--- src/rtl/imem_boot_ctrl_if.sv ---
// Bundles the loader byte stream, CPU fetch port and instruction-memory port of imem_boot_ctrl.
// Loader handshake: a byte transfers on a rising clk edge where ld_valid && ld_ready; ld_data/ld_last are held while ld_valid waits.
interface imem_boot_ctrl_if #(
  parameter int ADDR_W = 8
);
  logic              ld_valid;
  logic [7:0]        ld_data;
  logic              ld_last;
  logic              ld_ready;
  logic              ld_start;
  logic [31:0]       cpu_addr;
  logic [31:0]       cpu_instr;
  logic              cpu_stall;
  logic              addr_err;
  logic [ADDR_W-1:0] mem_addr;
  logic              mem_we;
  logic [31:0]       mem_wdata;
  logic [31:0]       mem_rdata;
  logic [ADDR_W:0]   word_count;
  logic [1:0]        dbg_state;

  modport slave (
    input  ld_valid, ld_data, ld_last, ld_start, cpu_addr, mem_rdata,
    output ld_ready, cpu_instr, cpu_stall, addr_err, mem_addr, mem_we, mem_wdata,
           word_count, dbg_state
  );

  modport master (
    output ld_valid, ld_data, ld_last, ld_start, cpu_addr, mem_rdata,
    input  ld_ready, cpu_instr, cpu_stall, addr_err, mem_addr, mem_we, mem_wdata,
           word_count, dbg_state
  );
endinterface

--- src/rtl/imem_boot_ctrl.sv ---
// Boot loader for an instruction memory: packs MSB-first bytes into 32-bit words, writes them,
// then hands the memory to the CPU until a reload is requested.
module imem_boot_ctrl #(
  parameter int ADDR_W = 8,
  parameter int DEPTH  = 256
) (
  input logic            clk,
  input logic            reset,
  imem_boot_ctrl_if.slave bus
);
  typedef enum logic [1:0] {
    S_LOAD  = 2'd0,
    S_WRITE = 2'd1,
    S_RUN   = 2'd2
  } state_e;

  localparam logic [ADDR_W:0] LAST_WORD = (ADDR_W+1)'(DEPTH - 1);

  state_e          state_q, state_d;
  logic [1:0]      byte_cnt_q, byte_cnt_d;
  logic [31:0]     asm_q, asm_d;
  logic [ADDR_W:0] word_cnt_q, word_cnt_d;
  logic            last_q, last_d;
  logic [31:0]     shifted;
  logic [31:0]     justified;

  always_ff @(posedge clk or posedge reset) begin
    if (reset) begin
      state_q    <= S_LOAD;
      byte_cnt_q <= '0;
      asm_q      <= '0;
      word_cnt_q <= '0;
      last_q     <= 1'b0;
    end else begin
      state_q    <= state_d;
      byte_cnt_q <= byte_cnt_d;
      asm_q      <= asm_d;
      word_cnt_q <= word_cnt_d;
      last_q     <= last_d;
    end
  end

  always_comb begin
    state_d        = state_q;
    byte_cnt_d     = byte_cnt_q;
    asm_d          = asm_q;
    word_cnt_d     = word_cnt_q;
    last_d         = last_q;
    bus.ld_ready   = 1'b0;
    bus.cpu_stall  = 1'b1;
    bus.cpu_instr  = 32'h0;
    bus.addr_err   = 1'b0;
    bus.mem_we     = 1'b0;
    bus.mem_addr   = word_cnt_q[ADDR_W-1:0];
    bus.mem_wdata  = asm_q;
    shifted        = {asm_q[23:0], bus.ld_data};
    // A short final word is left-justified so its first byte still sits in bits 31:24.
    case (byte_cnt_q)
      2'd0:    justified = {bus.ld_data, 24'h0};
      2'd1:    justified = {asm_q[7:0], bus.ld_data, 16'h0};
      2'd2:    justified = {asm_q[15:0], bus.ld_data, 8'h0};
      default: justified = shifted;
    endcase

    case (state_q)
      S_LOAD: begin
        bus.ld_ready = 1'b1;
        if (bus.ld_valid) begin
          byte_cnt_d = byte_cnt_q + 2'd1;
          last_d     = bus.ld_last;
          asm_d      = bus.ld_last ? justified : shifted;
          if (bus.ld_last || byte_cnt_q == 2'd3) begin
            state_d = S_WRITE;
          end
        end
      end
      S_WRITE: begin
        bus.mem_we = 1'b1;
        word_cnt_d = word_cnt_q + (ADDR_W+1)'(1);
        byte_cnt_d = '0;
        asm_d      = '0;
        last_d     = 1'b0;
        state_d    = (last_q || word_cnt_q == LAST_WORD) ? S_RUN : S_LOAD;
      end
      S_RUN: begin
        bus.cpu_stall = 1'b0;
        bus.mem_addr  = bus.cpu_addr[ADDR_W-1:0];
        if (|bus.cpu_addr[31:ADDR_W]) begin
          bus.addr_err = 1'b1;
        end else begin
          bus.cpu_instr = bus.mem_rdata;
        end
        if (bus.ld_start) begin
          state_d    = S_LOAD;
          word_cnt_d = '0;
          byte_cnt_d = '0;
          asm_d      = '0;
          last_d     = 1'b0;
        end
      end
      default: state_d = S_LOAD;
    endcase
  end

  assign bus.word_count = word_cnt_q;
  assign bus.dbg_state  = state_q;
endmodule
--- src/flat_wrapper.sv ---
// flat-port wrapper written by rule: the top's interface ports become plain ports
module imem_boot_ctrl_flat 
#(
  parameter int ADDR_W = 8,
  parameter int DEPTH  = 256
)
  (clk, reset, bus_ld_valid, bus_ld_data, bus_ld_last, bus_ld_start, bus_cpu_addr, bus_mem_rdata, bus_ld_ready, bus_cpu_instr, bus_cpu_stall, bus_addr_err, bus_mem_addr, bus_mem_we, bus_mem_wdata, bus_word_count, bus_dbg_state);
  imem_boot_ctrl_if #(.ADDR_W(ADDR_W)) bus_i ();
  input logic clk;
  input logic reset;
  input wire logic [$bits(bus_i.ld_valid)-1:0] bus_ld_valid;
  input wire logic [$bits(bus_i.ld_data)-1:0] bus_ld_data;
  input wire logic [$bits(bus_i.ld_last)-1:0] bus_ld_last;
  input wire logic [$bits(bus_i.ld_start)-1:0] bus_ld_start;
  input wire logic [$bits(bus_i.cpu_addr)-1:0] bus_cpu_addr;
  input wire logic [$bits(bus_i.mem_rdata)-1:0] bus_mem_rdata;
  output wire logic [$bits(bus_i.ld_ready)-1:0] bus_ld_ready;
  output wire logic [$bits(bus_i.cpu_instr)-1:0] bus_cpu_instr;
  output wire logic [$bits(bus_i.cpu_stall)-1:0] bus_cpu_stall;
  output wire logic [$bits(bus_i.addr_err)-1:0] bus_addr_err;
  output wire logic [$bits(bus_i.mem_addr)-1:0] bus_mem_addr;
  output wire logic [$bits(bus_i.mem_we)-1:0] bus_mem_we;
  output wire logic [$bits(bus_i.mem_wdata)-1:0] bus_mem_wdata;
  output wire logic [$bits(bus_i.word_count)-1:0] bus_word_count;
  output wire logic [$bits(bus_i.dbg_state)-1:0] bus_dbg_state;
  assign bus_i.ld_valid = bus_ld_valid;
  assign bus_i.ld_data = bus_ld_data;
  assign bus_i.ld_last = bus_ld_last;
  assign bus_i.ld_start = bus_ld_start;
  assign bus_i.cpu_addr = bus_cpu_addr;
  assign bus_i.mem_rdata = bus_mem_rdata;
  assign bus_ld_ready = bus_i.ld_ready;
  assign bus_cpu_instr = bus_i.cpu_instr;
  assign bus_cpu_stall = bus_i.cpu_stall;
  assign bus_addr_err = bus_i.addr_err;
  assign bus_mem_addr = bus_i.mem_addr;
  assign bus_mem_we = bus_i.mem_we;
  assign bus_mem_wdata = bus_i.mem_wdata;
  assign bus_word_count = bus_i.word_count;
  assign bus_dbg_state = bus_i.dbg_state;
  imem_boot_ctrl #(.ADDR_W(ADDR_W), .DEPTH(DEPTH)) u_core (.clk(clk), .reset(reset), .bus(bus_i));
endmodule
--- config.mk ---
export PLATFORM = sky130hd
export DESIGN_NAME = imem_boot_ctrl_flat
export DESIGN_NICKNAME = d
export VERILOG_FILES = /design/src/rtl/imem_boot_ctrl_if.sv /design/src/rtl/imem_boot_ctrl.sv /design/src/flat_wrapper.sv
export SDC_FILE = /design/constraint.sdc
export NUM_CORES = 1
export LEC_CHECK = 0
export ABC_AREA = 1
export CAP_MARGIN = 20
export CORE_MARGIN = 1
export CORE_UTILIZATION = 39
export CTS_CLUSTER_SIZE = 16
export DETAILED_ROUTE_END_ITERATION = 7
export PLACE_DENSITY = 0.81
export SETUP_SLACK_MARGIN = 0.4
export SLEW_MARGIN = 10
export SYNTH_ARGS = -nofsm -noshare
export SYNTH_HDL_FRONTEND = slang
export SYNTH_SLANG_ARGS = --single-unit
export TNS_END_PERCENT = 30
--- constraint.sdc ---
create_clock -name clk -period 2 [get_ports clk]
set_input_delay 0.4 -clock clk [delete_from_list [all_inputs] [get_ports clk]]
set_output_delay 0.4 -clock clk [all_outputs]
set_load 0.05 [all_outputs]
; Yosys cells after proc, flatten, opt, wreduce, memory -nomap -nowiden
; Cells that the tools add are included.
[op_classes]
n_addsub = 2
n_eq_ne = 9
n_mux = 25
n_reduce_logical = 10
[op_table]
columns = operator, count
row1 = 32-bit case mux with 3 select lines, 2
row2 = 32-bit 2-to-1 mux, 5
row3 = 24-bit OR reduction, 1
row4 = 9-bit case mux with 2 select lines, 1
row5 = 2-bit case mux with 3 select lines, 2
row6 = 2-bit 2-to-1 mux, 5
row7 = "9-bit by 1-bit adder with 9-bit output, second input constant", 1
row8 = "9-bit by 8-bit equality test with 1-bit output, second input constant", 1
row9 = 9-bit 2-to-1 mux, 1
row10 = 8-bit 2-to-1 mux, 1
row11 = 1-bit 2-to-1 mux, 7
row12 = "2-bit equality test, second input constant", 3
row13 = 3-bit AND reduction, 2
row14 = "2-bit by 1-bit equality test with 1-bit output, second input constant", 2
row15 = 2-bit logical NOT, 2
row16 = "2-bit != test, second input constant", 2
row17 = 1-bit case mux with 3 select lines, 1
row18 = 3-bit nonzero test, 1
row19 = "2-bit by 1-bit adder with 2-bit output, second input constant", 1
row20 = 1-bit logical OR, 2
row21 = "2-bit by 1-bit != test with 1-bit output, second input constant", 1
row22 = 2-bit AND reduction, 1
row23 = 2-bit nonzero test, 1
[totals]
ff_bits = 46
inputBits = 77
output_inout_bits = 87
word_cells = 51

; Logic depth before layout (Yosys ltp)
; Gate-level depths: netlist of run 1.
[logic_depth]
ltp_word = 5
mapped_depth = 11
ltp_nobuf = 10

; Worst setup path before layout of run 1
; OpenSTA, ideal clock, no wires.
[synth_timing]
path_type = reg-to-output
startpoint = register u_core.state_q[0], in the netlist u_core.bus.dbg_state[0]
endpoint = output bus_mem_addr[5]
arrival_ns = 2.439
required_ns = 1.600
slack_ns = -0.839
path_stages_with_launch = 6
n_path_buf = 2
path_cell_list = dfrtp_1 > inv_1 > ha_1 > buf_6 > clkbuf_1 > o21ai_0
[synth_via]
elab_chain_len = 2
[synth_lines]
columns = item, line
row1 = from (decl), imem_boot_ctrl.sv:19  ; state_e state_q, state_d;
row2 = from (signal assigned), imem_boot_ctrl.sv:35  ; state_q <= state_d;
row3 = 2-bit equality test, imem_boot_ctrl.sv:65  ; case (state_q)
row4 = 8-bit 2-to-1 mux, imem_boot_ctrl.sv:65
row5 = to (decl), flat_wrapper.sv:21  ; output wire logic [$bits(bus_i.mem_addr)-1:0] bus_mem_addr;
; Every way passes these cells.

; Worst setup path after layout of run 1
[layout_timing]
startpoint = input bus_cpu_addr[9]
endpoint = output bus_addr_err
[layout_via]
elab_chain_len = 3
[layout_lines]
columns = item, line
row1 = from (decl), flat_wrapper.sv:15  ; input wire logic [$bits(bus_i.cpu_addr)-1:0] bus_cpu_addr;
row2 = 24-bit OR reduction, imem_boot_ctrl.sv:88  ; if (|bus.cpu_addr[31:ADDR_W]) begin
row3 = 1-bit 2-to-1 mux, imem_boot_ctrl.sv:88
row4 = 1-bit 2-to-1 mux, imem_boot_ctrl.sv:65
row5 = to (decl), flat_wrapper.sv:20  ; output wire logic [$bits(bus_i.addr_err)-1:0] bus_addr_err;
; Every way passes these cells.

==> results.md, run 1 <==
- Synth top area cells: dfrtp_1 (39%), nand2_1 (15%), inv_1 (10%)
- Max stage delay cell, worst path: clkdlybuf4s15_1
- WL per Instance: about 17 um
- CTS Buf Count: 5
- Ys async rst share: 100%
- Layout Nets: between 700 and 800
- Final hold viol count: 0
- Pleak: roughly 0.0027 uW
- Yosys top cell area share: 38.5%
- Layout cell share with drive strength beyond 1: roughly a third
- Chip width: a little under 90 um
- Die area: approximately 8000 sq um
- Cts hold-fix bufs: 0
- CP bufs+invs: 7
- Syn Area/Cell: 6.61 sq um
- Fmax: between 0.4 and 0.5 GHz
- Largest net degree at the start of global routing: 33
- Critical path peak fanout: 2
- Starting Density: 40.8%
- H-tree Lvls: 2
- Top cell by count, worst path: buf_6
- Vias per inst: a little over 5
- DP Wirelength: roughly 8500 um
- Leading area contributor after synthesis: dfrtp_1
- Clk_skew: between 6 and 7 ps
- Number of top-level pins: between 150 and 200
- Inserted Diodes: 0
- Synth cell count leaders: nand2_1 (121), inv_1 (80), nor2_1 (66)
- Worst-Margin Slew: 503 ps
- Core area: about 7300 sq um
- Main synth FF type: dfrtp_1
- Cell row count: 31
- Cell variety after synth: 23
- Register area share after synthesis: 38.5%
- Clk sinks: 46
- Drt drc: 0
- Top-count cell post-synth: nand2_1
- Pwr per Cell Area: about 1300 nW/um^2
- CTS tree: done
- Grt ovf: 0
- CP startpoint kind: input port
- WP data required: between 1500 and 2000 ps
- Final Setup Violations: 41
- DP Area: approximately 5500 sq um
- Worst path arrival time: approximately 1800 ps
- ANT nets after route: 0
- Final instance area: about 5900 sq um
- Mapped Nets: roughly 540
- Final period utilization: 108%
- Area added between synthesis and finish: 98.3%
- Post-synth EDFFs: 0
- GPL Wtd Cong: between 0.8 and 0.9
- Port bufs: ~160
- Worst skew pair latency: approximately 300 ps
- Global-route wire length before repair: ~18,000 um
- Ys Warns: 0
- Dpl cells: about 710
- Worst hold path class: input port to asynchronous set/reset pin
- Clock Tree Buf Depth: 2
- Status: finished with violations
- DR pass1 iterations: 4
- Setup CP Type: input port to output pin
- Critical path's top delay family: buffers and inverters
- Flops & latches, synth: 46
- Max-slew headroom: approximately two thirds
- Failing checks: setup timing
- Count of final max-slew check failures: 0
- Final setup margin: -166 ps
- Mapped cell area: between 2000 and 3000 sq um
- RSZ-0062 raised after global routing: true
- GRT Total Usage: 29.7%
- Initial antenna violation count: 0
- Setup Slack @ Placement: -333 ps
- Vias in the first global route: around 3,700
- Critical Path, Cell by Cell: clkdlybuf4s15_1 > nor2_1 > nand2_1 > nor2_2 > buf_4 > buf_6 > buf_6 > buf_6 > nand3_2 > nand2_1 > inv_2 > buf_12
- Setup TNS: -4010 ps
- Drt total wl: 12,400 um
- Max-cap viol count: 0
- Vias: approximately 3,800
- Die height: slightly below 90 um
- Cells after synthesis: between 400 and 500
- Root Driver: clkbuf_8
- Final non-filler cell total: 733
- Peak supply drop: ~0.0012 V
- Clock transition at path regs: 80 ps
- Drt first-iter violations: 205
- Crit path time final: roughly 2200 ps
- Critical Path End Type: output pin
- Crit path largest cell delay: around 190 ps
cell type report:
| cell class | instances | area [sq um] |
|---|---|---|
| repair buffers | 192 | 2330 |
| fillers | 447 | 1400 |
| well taps | 99 | 124 |
| inverters | 83 | 328 |
| multi-input cells | 306 | 1920 |
| clock buffers | 7 | 76.3 |
| flip-flops and latches | 46 | 1150 |
path summary, 6_finish.rpt:
path / startpoint / end / slack (ps) / cells after the start
setup / recovery: bus_cpu_addr[9] / bus_addr_err / -170 / 12
max in group asynchronous: reset / u_core.bus.dbg_state[0]$_DFFE_PP0P_ / 1120 / 3
min in group clk: u_core.bus.mem_wdata[25]$_DFFE_PP0P_ / u_core.bus.mem_wdata[25]$_DFFE_PP0P_ / 480 / 2
setup reg to reg: u_core.bus.dbg_state[1]$_DFFE_PP0P_ / u_core.bus.word_count[5]$_DFFE_PP0P_ / 230 / 11
hold reg to reg: u_core.bus.mem_wdata[25]$_DFFE_PP0P_ / u_core.bus.mem_wdata[25]$_DFFE_PP0P_ / 480 / 2
hold / removal: reset / u_core.bus.mem_wdata[24]$_DFFE_PP0P_ / 380 / 2
cell families after synthesis:
family | synth area share [%]
buffers and inverters | 14.0
AO/OA/AOI/OAI | 14.7
flip-flops | 38.5
AND/OR/NAND/NOR | 29.1
adder cells (fa/ha/maj) | 3.77
worst register-to-register path, delay by kind of cell, from the launching register on:
family / cells / cell delay (ps)
DFF: 1 / 450
and+or+nand+nor: 7 / 610
adders and majority gates: 1 / 190
buffers and inverters: 3 / 410
cell usage in the layout, fill, tap and decap left out, types with 5 or more instances in the layout:
| cell | n |
|---|---|
| dfrtp_1 | 43 |
| clkbuf_8 | 5 |
| o21ai_0 | 29 |
| dlygate4sd2_1 | 6 |
| o22ai_1 | 7 |
| nor2_4 | 32 |
| o21ai_1 | 5 |
| inv_1 | 77 |
| a21oi_1 | 19 |
| nand2_2 | 7 |
| buf_12 | 48 |
| o211ai_1 | 8 |
| clkdlybuf4s15_1 | 21 |
| buf_4 | 20 |
| o21ai_4 | 7 |
| nor2_1 | 29 |
| ha_1 | 5 |
| nand3_1 | 19 |
| clkdlybuf4s50_1 | 52 |
| nor2_2 | 5 |
| buf_6 | 9 |
| clkdlybuf4s15_2 | 14 |
| nand2_4 | 9 |
| nand2_1 | 107 |
| clkbuf_2 | 17 |
sequential cells by signal, summed over array words and instances (netlist names):
name                   cells
u_core.bus.dbg_state       2
u_core.bus.mem_wdata      32
u_core.bus.word_count      9
u_core.byte_cnt_q          2
u_core.last_q              1
routing by layer:
layer  global-route usage (%)  up-vias  wire length (um)
met4                     13.0        0               503
met3                     7.85       53              1160
met2                     54.5      215              6370
met5                        0        -                 0
li1                         -     1763                 -
met1                     31.9     1739              4360
repair_timing:
item / 4_1_cts / 5_1_grt
buffers inserted: 11 / 2
gates resized for setup: 177 / 54
pin swaps: 41 / 35
setup endpoints to repair: 119 / 107
cloned: 2 / 0
per-stage QoR:
stage / hold slack [ps] / power [uW] / utilization (%)
after floorplan: 448 / 4690 / -
after global placement: 465 / 6560 / 74.6
after detailed placement: 466 / 6670 / 74.6
after CTS: 390 / 7350 / 80.7
after global routing: 427 / 7860 / 80.9
final: 383 / 7510 / 80.9
power breakdown:
| group | internal, uW | leakage, uW | switching [uW] |
|---|---|---|---|
| sequential | 1300 | 0.000611 | 371 |
| combinational | 1830 | 0.00209 | 3460 |
| clock | 241 | 0.0000383 | 305 |
| total | 3380 | 0.00274 | 4140 |
Power figures use the tool's default switching activity.
==> run 2, diff against run 1 <==
CORE_UTILIZATION = 42   (was 39)
PLACE_DENSITY = 0.86   (was 0.81)
SKIP_CTS_REPAIR_TIMING = 1   (was default)
TNS_END_PERCENT = default   (was 30)
clock period = 2.6 ns   (was 2 ns; I/O delays follow)
==> results.md, run 2 (synthesis gave the netlist of run 1 again) <==
- Status: complete, no violations
- Chip width: 86.4 um (-3.6%)
- Crit path time final: about 2400 ps
- Area added between synthesis and finish: 89.7%
- Global-route wire length before repair: 16,700 um (-7.0%)
- Max reg flops: 32 (unchanged)
- GPL Wtd Cong: 0.864 (+2.3%)
- Clk sinks: 46 (unchanged)
- RSZ-0062 raised after global routing: true
- Dpl cells: 704 (-0.98%)
- Final Setup Violations: 0 (-100%)
- Most common cell after layout, fill and taps aside: nand2_1
- Setup Slack @ Placement: -2.03 ps (+331 ps)
- GRT Total Usage: 28.4% (-1.3 points)
- Hold Path End: u_core.bus.mem_wdata[28]$_DFFE_PP0P_
- Worst path arrival time: 1860 ps (+90 ps)
- Number of top-level pins: 164 (unchanged)
- P_int: 2540 uW (-25%)
- Reg power frac: 23.0% (+0.7 points)
- WHS Path Cells: 2
- Final period utilization: 91.6%
- Util after Layout: 83.0% (+2.2 points)
- Root Driver: clkbuf_8
- Max-slew headroom: 45.4% (-21 points)
- Worst skew pair latency: 310 ps (about the same)
- Clk_skew: 9.74 ps (+2.94 ps)
- Worst Setup SP: bus_cpu_addr[16]
- WP data required: 2080 ps (+480 ps)
- FF-to-FF path depth: 9 (-2)
- Gate power share: 67.2% (-3.2 points)
- Clock share of power: 9.8% (+2.5 points)
- Final setup margin: 218 ps (+384 ps)
- Fmax: approximately 0.42 GHz
- Largest net degree at the start of global routing: 30 (-9.1%)
- Count of final max-slew check failures: 0 (unchanged)
- Layout cell share with drive strength beyond 1: 18.2% (-13 points)
- Cell row count: 30 (-3.2%)
- Max-cap viol count: 0 (unchanged)
- Critical Path End Type: output pin
- Pleak: 0.00273 uW (-0.35%)
- Worst hold path class: register to register
- Clock transition at path regs: 90 ps (about the same)
- H-tree Lvls: 2 (unchanged)
- Critical path peak fanout: 6 (+4)
- Layout Nets: 705 (-2.1%)
- Grt ovf: 0 (unchanged)
- Hold path start: u_core.bus.mem_wdata[28]$_DFFE_PP0P_
- Core area: 6830 sq um (-6.8%)
- CTS tree: done
- Peak supply drop: 0.000776 V (-34%)
- Commonest non-fill, non-tap cells in the layout: nand2_1 (121), clkdlybuf4s50_1 (95), inv_1 (78)
- DR pass1 iterations: 5 (+1)
- Final non-filler cell total: 717 (-2.2%)
- Vias in the first global route: 3,312 (-10%)
- ANT nets after route: 0 (unchanged)
- P_sw: 2980 uW (-28%)
- Setup CP Type: input port to output pin
- Final hold viol count: 0 (unchanged)
- Vias per inst: 5.25 (+2.1%)
- DP Wirelength: 8340 um (-1.4%)
- Starting Density: 43.8% (+3.0 points)
- Sw frac: 54.0% (-1.1 points)
- Worst R2R Setup Slack: 680 ps (+450 ps)
- Drt first-iter violations: 291 (+42%)
- WL per Instance: 17.1 um (+1.3%)
- Vias: 3,764 (-0.16%)
- Worst-Margin Slew: 819 ps (+316 ps)
- CP startpoint kind: input port
- RR Endpoint: u_core.bus.mem_wdata[30]$_DFFE_PP0P_
- Drt total wl: 12,300 um (-0.95%)
- Clock Tree Buf Depth: 2 (unchanged)
- Pwr per Cell Area: 973 nW/um^2 (-23%)
- Die height: 86.4 um (-3.6%)
- Reg2reg start: u_core.byte_cnt_q[0]$_DFFE_PP0P_
- Drt drc: 0 (unchanged)
- Setup TNS: 0 ps (+4010 ps)
- Die area: 7460 sq um (-7.0%)
- CTS Buf Count: 5 (unchanged)
- Port bufs: 163 (unchanged)
- Initial antenna violation count: 1 (+1)
-- run 2: changes by cell type in the layout (fill, tap and decap cells not counted), sizes merged --
| cell | before | now |
|---|---|---|
| bufinv | 0 | 1 |
| dlygate4sd2 | 6 | 0 |
| dlymetal6s2s | 0 | 26 |
| clkdlybuf4s15 | 35 | 0 |
| clkinvlp | 0 | 1 |
| clkdlybuf4s50 | 52 | 95 |
| buf | 82 | 54 |
| clkbuf | 24 | 8 |
| diode | 0 | 1 |
-- run 2: how the worst max path moves through the flow --
| stage | end | slack, ps | depth (start not counted) |
|---|---|---|---|
| after floorplan | bus_mem_addr[0] | 310 | 6 |
| after global placement | bus_cpu_instr[20] | 90 | 8 |
| after detailed placement | bus_cpu_instr[20] | -2 | 8 |
| after CTS | bus_cpu_instr[20] | -7 | 8 |
| after global routing | bus_cpu_instr[14] | 180 | 9 |
| final | bus_cpu_instr[2] | 220 | 9 |
-- run 2: power by group through the flow --
stage / sequential (uW) / combinational [uW] / clock, uW
final: 1270 / 3710 / 541
after global routing: 1300 / 3890 / 569
after CTS: 1260 / 3690 / 542
after detailed placement: 1270 / 3680 / 0
after global placement: 1250 / 3620 / 0
after floorplan: 2160 / 1390 / 0
-- run 2: per-layer routing --
layer | track usage (%) | wire (um) | vias to the layer above
met5 | 0 | 0 | -
li1 | - | - | 1734
met3 | 5.62 | 1140 | 30
met1 | 34.1 | 4560 | 1770
met2 | 51.5 | 6320 | 230
met4 | 8.33 | 265 | 0
-- run 2: layout make-up --
type                    instances  area, sq um
diodes                          1         2.50
clock buffers                   6         72.6
clock inverters                 2         37.5
fillers                       401         1160
inverters                      83          312
multi-input cells             306         1690
flip-flops and latches         46         1150
well taps                      96          120
repair buffers                177         2280
-- run 2: per-stage QoR --
stage | hold WS, ps | instance area, sq um | power, uW
2_1_floorplan | 448 | 3100 | 3550
3_3_place_gp | 466 | 5240 | 4870
3_5_place_dp | 469 | 5240 | 4950
4_1_cts | 491 | 5350 | 5490
5_1_grt | 519 | 5670 | 5770
6_report | 489 | 5670 | 5520
-- run 2: critical path, cell delays in order --
cell and delay, ps:
dlymetal6s2s_1 150, nor2_2 150, nand2_1 90, nor2_2 170, nand4_1 150, buf_6 190, clkbuf_16 180, nor2_4 110
buf_12 140
==> run 3, diff against run 2 <==
ABC_AREA = default   (was 1)
PLACE_DENSITY = 0.87   (was 0.86)
SLEW_MARGIN = 15   (was 10)
==> results.md, run 3 <==
- Status: finished with violations
- Failing checks: DRC
- Top-count cell post-synth: nand2_1
- Root Driver: clkbuf_8
- Clk_skew: 15.2 ps (+5.50 ps)
- Dpl cells: 573 (-19%)
- Number of top-level pins: 164 (unchanged)
- Drt first-iter violations: 527 (+81%)
- Max reg flops: 32 (unchanged)
- Most common cell after layout, fill and taps aside: clkdlybuf4s50_1
- WHS Path Cells: 1 (-1)
- CTS tree: done
- Critical path peak fanout: 9 (+3)
- Drt drc: 1 (+1)
- Yosys top cell area share: 39.5% (+0.98 points)
- Worst hold path class: register to register
- GRT Total Usage: 36.5% (+8.0 points)
- RR Endpoint: u_core.bus.mem_wdata[15]$_DFFE_PP0P_
- Cell row count: 29 (-3.3%)
- Reg2reg start: u_core.bus.dbg_state[1]$_DFFE_PP0P_
- Pleak: 0.00294 uW (+7.7%)
- Mapped Nets: 421 (-22%)
- DR pass1 iterations: 8 (+3)
- Mapped cell area: 2920 sq um (-2.5%)
- Ys async rst share: 100% (unchanged)
- Max-cap viol count: 0 (unchanged)
- Flops & latches, synth: 46 (unchanged)
- CP startpoint kind: input port
- Initial antenna violation count: 0 (-1)
- Hold Path End: u_core.bus.mem_wdata[30]$_DFFE_PP0P_
- Peak supply drop: 0.00124 V (+60%)
- Pwr per Cell Area: 1040 nW/um^2 (+7.1%)
- Die height: 85.3 um (-1.2%)
- M1 GR Usage: 42.2% (+8.1 points)
- Core area: 6530 sq um (-4.4%)
- Main synth FF type: dfrtp_1
- Worst R2R Setup Slack: 350 ps (-330 ps)
- ANT nets after route: 0 (unchanged)
- Worst-Margin Slew: 693 ps (-127 ps)
- Die area: 7280 sq um (-2.4%)
- Layout cell share with drive strength beyond 1: 32.1% (+14 points)
- Final Setup Violations: 0 (unchanged)
- Cells after synthesis: 335 (-26%)
- Syn Area/Cell: 8.70 sq um (+32%)
- FF-to-FF path depth: 6 (-3)
- Cell variety after synth: 36 (+57%)
- Critical Path End Type: output pin
- DP Wirelength: 9720 um (+17%)
- Grt ovf: 0 (unchanged)
- Post-synth EDFFs: 0 (unchanged)
- Port bufs: 163 (unchanged)
- Final instance area: 6090 sq um (+7.4%)
- Final period utilization: 95.4% (+3.7 points)
- Starting Density: 44.6% (+0.88 points)
- Inserted Diodes: 0 (-1)
- RSZ-0062 raised after global routing: true
- Global-route wire length before repair: 20,400 um (+23%)
- Hold path start: u_core.bus.mem_wdata[30]$_DFFE_PP0P_
- Fmax: 0.403 GHz (-3.9%)
- Max-slew headroom: 53.8% (+8.4 points)
- Setup Slack @ Placement: -179 ps (-177 ps)
- Leading area contributor after synthesis: dfrtp_1
- GRT met3 Usage: 8.27% (+2.6 points)
- Largest net degree at the start of global routing: 50 (+67%)
- WL per Instance: 27.4 um (+60%)
- GPL Wtd Cong: 0.856 (-0.87%)
- Vias in the first global route: 3,756 (+13%)
- WP data required: 2080 ps (about the same)
- Chip width: 85.3 um (-1.2%)
- H-tree Lvls: 2 (unchanged)
- CTS Buf Count: 5 (unchanged)
- Count of final max-slew check failures: 0 (unchanged)
- Register area share after synthesis: 39.5% (+0.98 points)
- Final setup margin: 120 ps (-97.5 ps)
- Setup CP Type: input port to output pin
- Synth top area cells: dfrtp_1 (39%), nand2_1 (6.7%), nor3_1 (5.5%)
- Top Usage Layer GRT: met2
- Synth cell count leaders: nand2_1 (52), dfrtp_1 (46), nor3_1 (32)
- Hold slack: 510 ps (+21.1 ps)
- DP Area: 5620 sq um (+7.2%)
- Commonest non-fill, non-tap cells in the layout: clkdlybuf4s50_1 (93), nand2_1 (51), buf_12 (48)
- Worst skew pair latency: 310 ps (about the same)
- Met2 usage: 65.3% (+14 points)
- Ys Warns: 0 (unchanged)
- Final non-filler cell total: 598 (-17%)
- Vias: 4,147 (+10%)
- Clock transition at path regs: 80 ps (about the same)
- Clock Tree Buf Depth: 2 (unchanged)
- Final hold viol count: 0 (unchanged)
- Crit path time final: 2480 ps (+97.5 ps)
- Util after Layout: 93.3% (+10 points)
- Worst path arrival time: 1960 ps (+100 ps)
- Layout Nets: 606 (-14%)
- Area added between synthesis and finish: 109%
- Vias per inst: 6.93 (+32%)
- Clk sinks: 46 (unchanged)
- Drt total wl: 16,400 um (+33%)
-- run 3: cell types whose count changed after synthesis, sizes merged, moves of 10 or more --
cell,previous run,this run
nand3,21,3
o21ai,44,23
inv,82,12
clkbuf,1,17
o31ai,0,14
nand2,123,52
nor3,4,33
nor2,66,11
a22o,0,10
-- run 3: through the flow --
stage                     setup TNS (ps)  power (uW)
after floorplan                        0        3820
after global placement             -2040        5140
after detailed placement           -4860        5270
after CTS                          -3870        5830
after global routing                   0        6510
final                                  0        6350
-- run 3: cell type report --
cell class,count,area [sq um]
fillers,184,438
repair buffers,208,2580
flip-flops and latches,46,1150
inverters,12,45.0
multi-input cells,247,2110
clock buffers,6,72.6
clock inverters,2,37.5
well taps,77,96.3
-- run 3: per-layer routing --
| layer | share of wire [%] | vias up |
|---|---|---|
| li1 | - | 1634 |
| met1 | 33 | 1976 |
| met2 | 48 | 407 |
| met3 | 12 | 130 |
| met4 | 6.9 | 0 |
| met5 | 0 | - |
-- run 3: cell families (layout without fill, tap and decap cells) --
group,count (synthesis),in the layout,synth area share (%)
compound gates,94,94,23.3
simple gates,133,133,23.0
mux,11,11,4.12
flops,46,46,39.5
buf+inv,42,228,6.27
fa+ha+maj,9,9,3.86
-- run 3: worst max path at each step --
stage	start	endpoint	slack [ps]	cells past startpoint
global route	bus_cpu_addr[10]	bus_cpu_instr[4]	110	8
floorplan	u_core.bus.dbg_state[0]$_DFFE_PP0P_	bus_cpu_instr[0]	260	5
detailed placement	bus_cpu_addr[13]	bus_cpu_instr[0]	-180	7
finish	bus_cpu_addr[10]	bus_cpu_instr[4]	120	8
global placement	bus_cpu_addr[12]	bus_cpu_instr[31]	-90	7
CTS	bus_cpu_addr[13]	bus_cpu_instr[0]	-200	7
-- run 3: power breakdown --
part / total (uW) / internal, uW / switching, uW / leakage (uW)
combinational: 4440 / 1610 / 2830 / 0.00227
sequential: 1350 / 997 / 358 / 0.000615
clock: 551 / 287 / 264 / 0.0000514
-- run 3: worst max-delay path, cell delays in order --
cell and delay, ps:
buf_6 100, nor4_4 300, nand4_1 170, buf_6 180, clkbuf_16 170, buf_4 140, nor3_4 190, buf_12 180
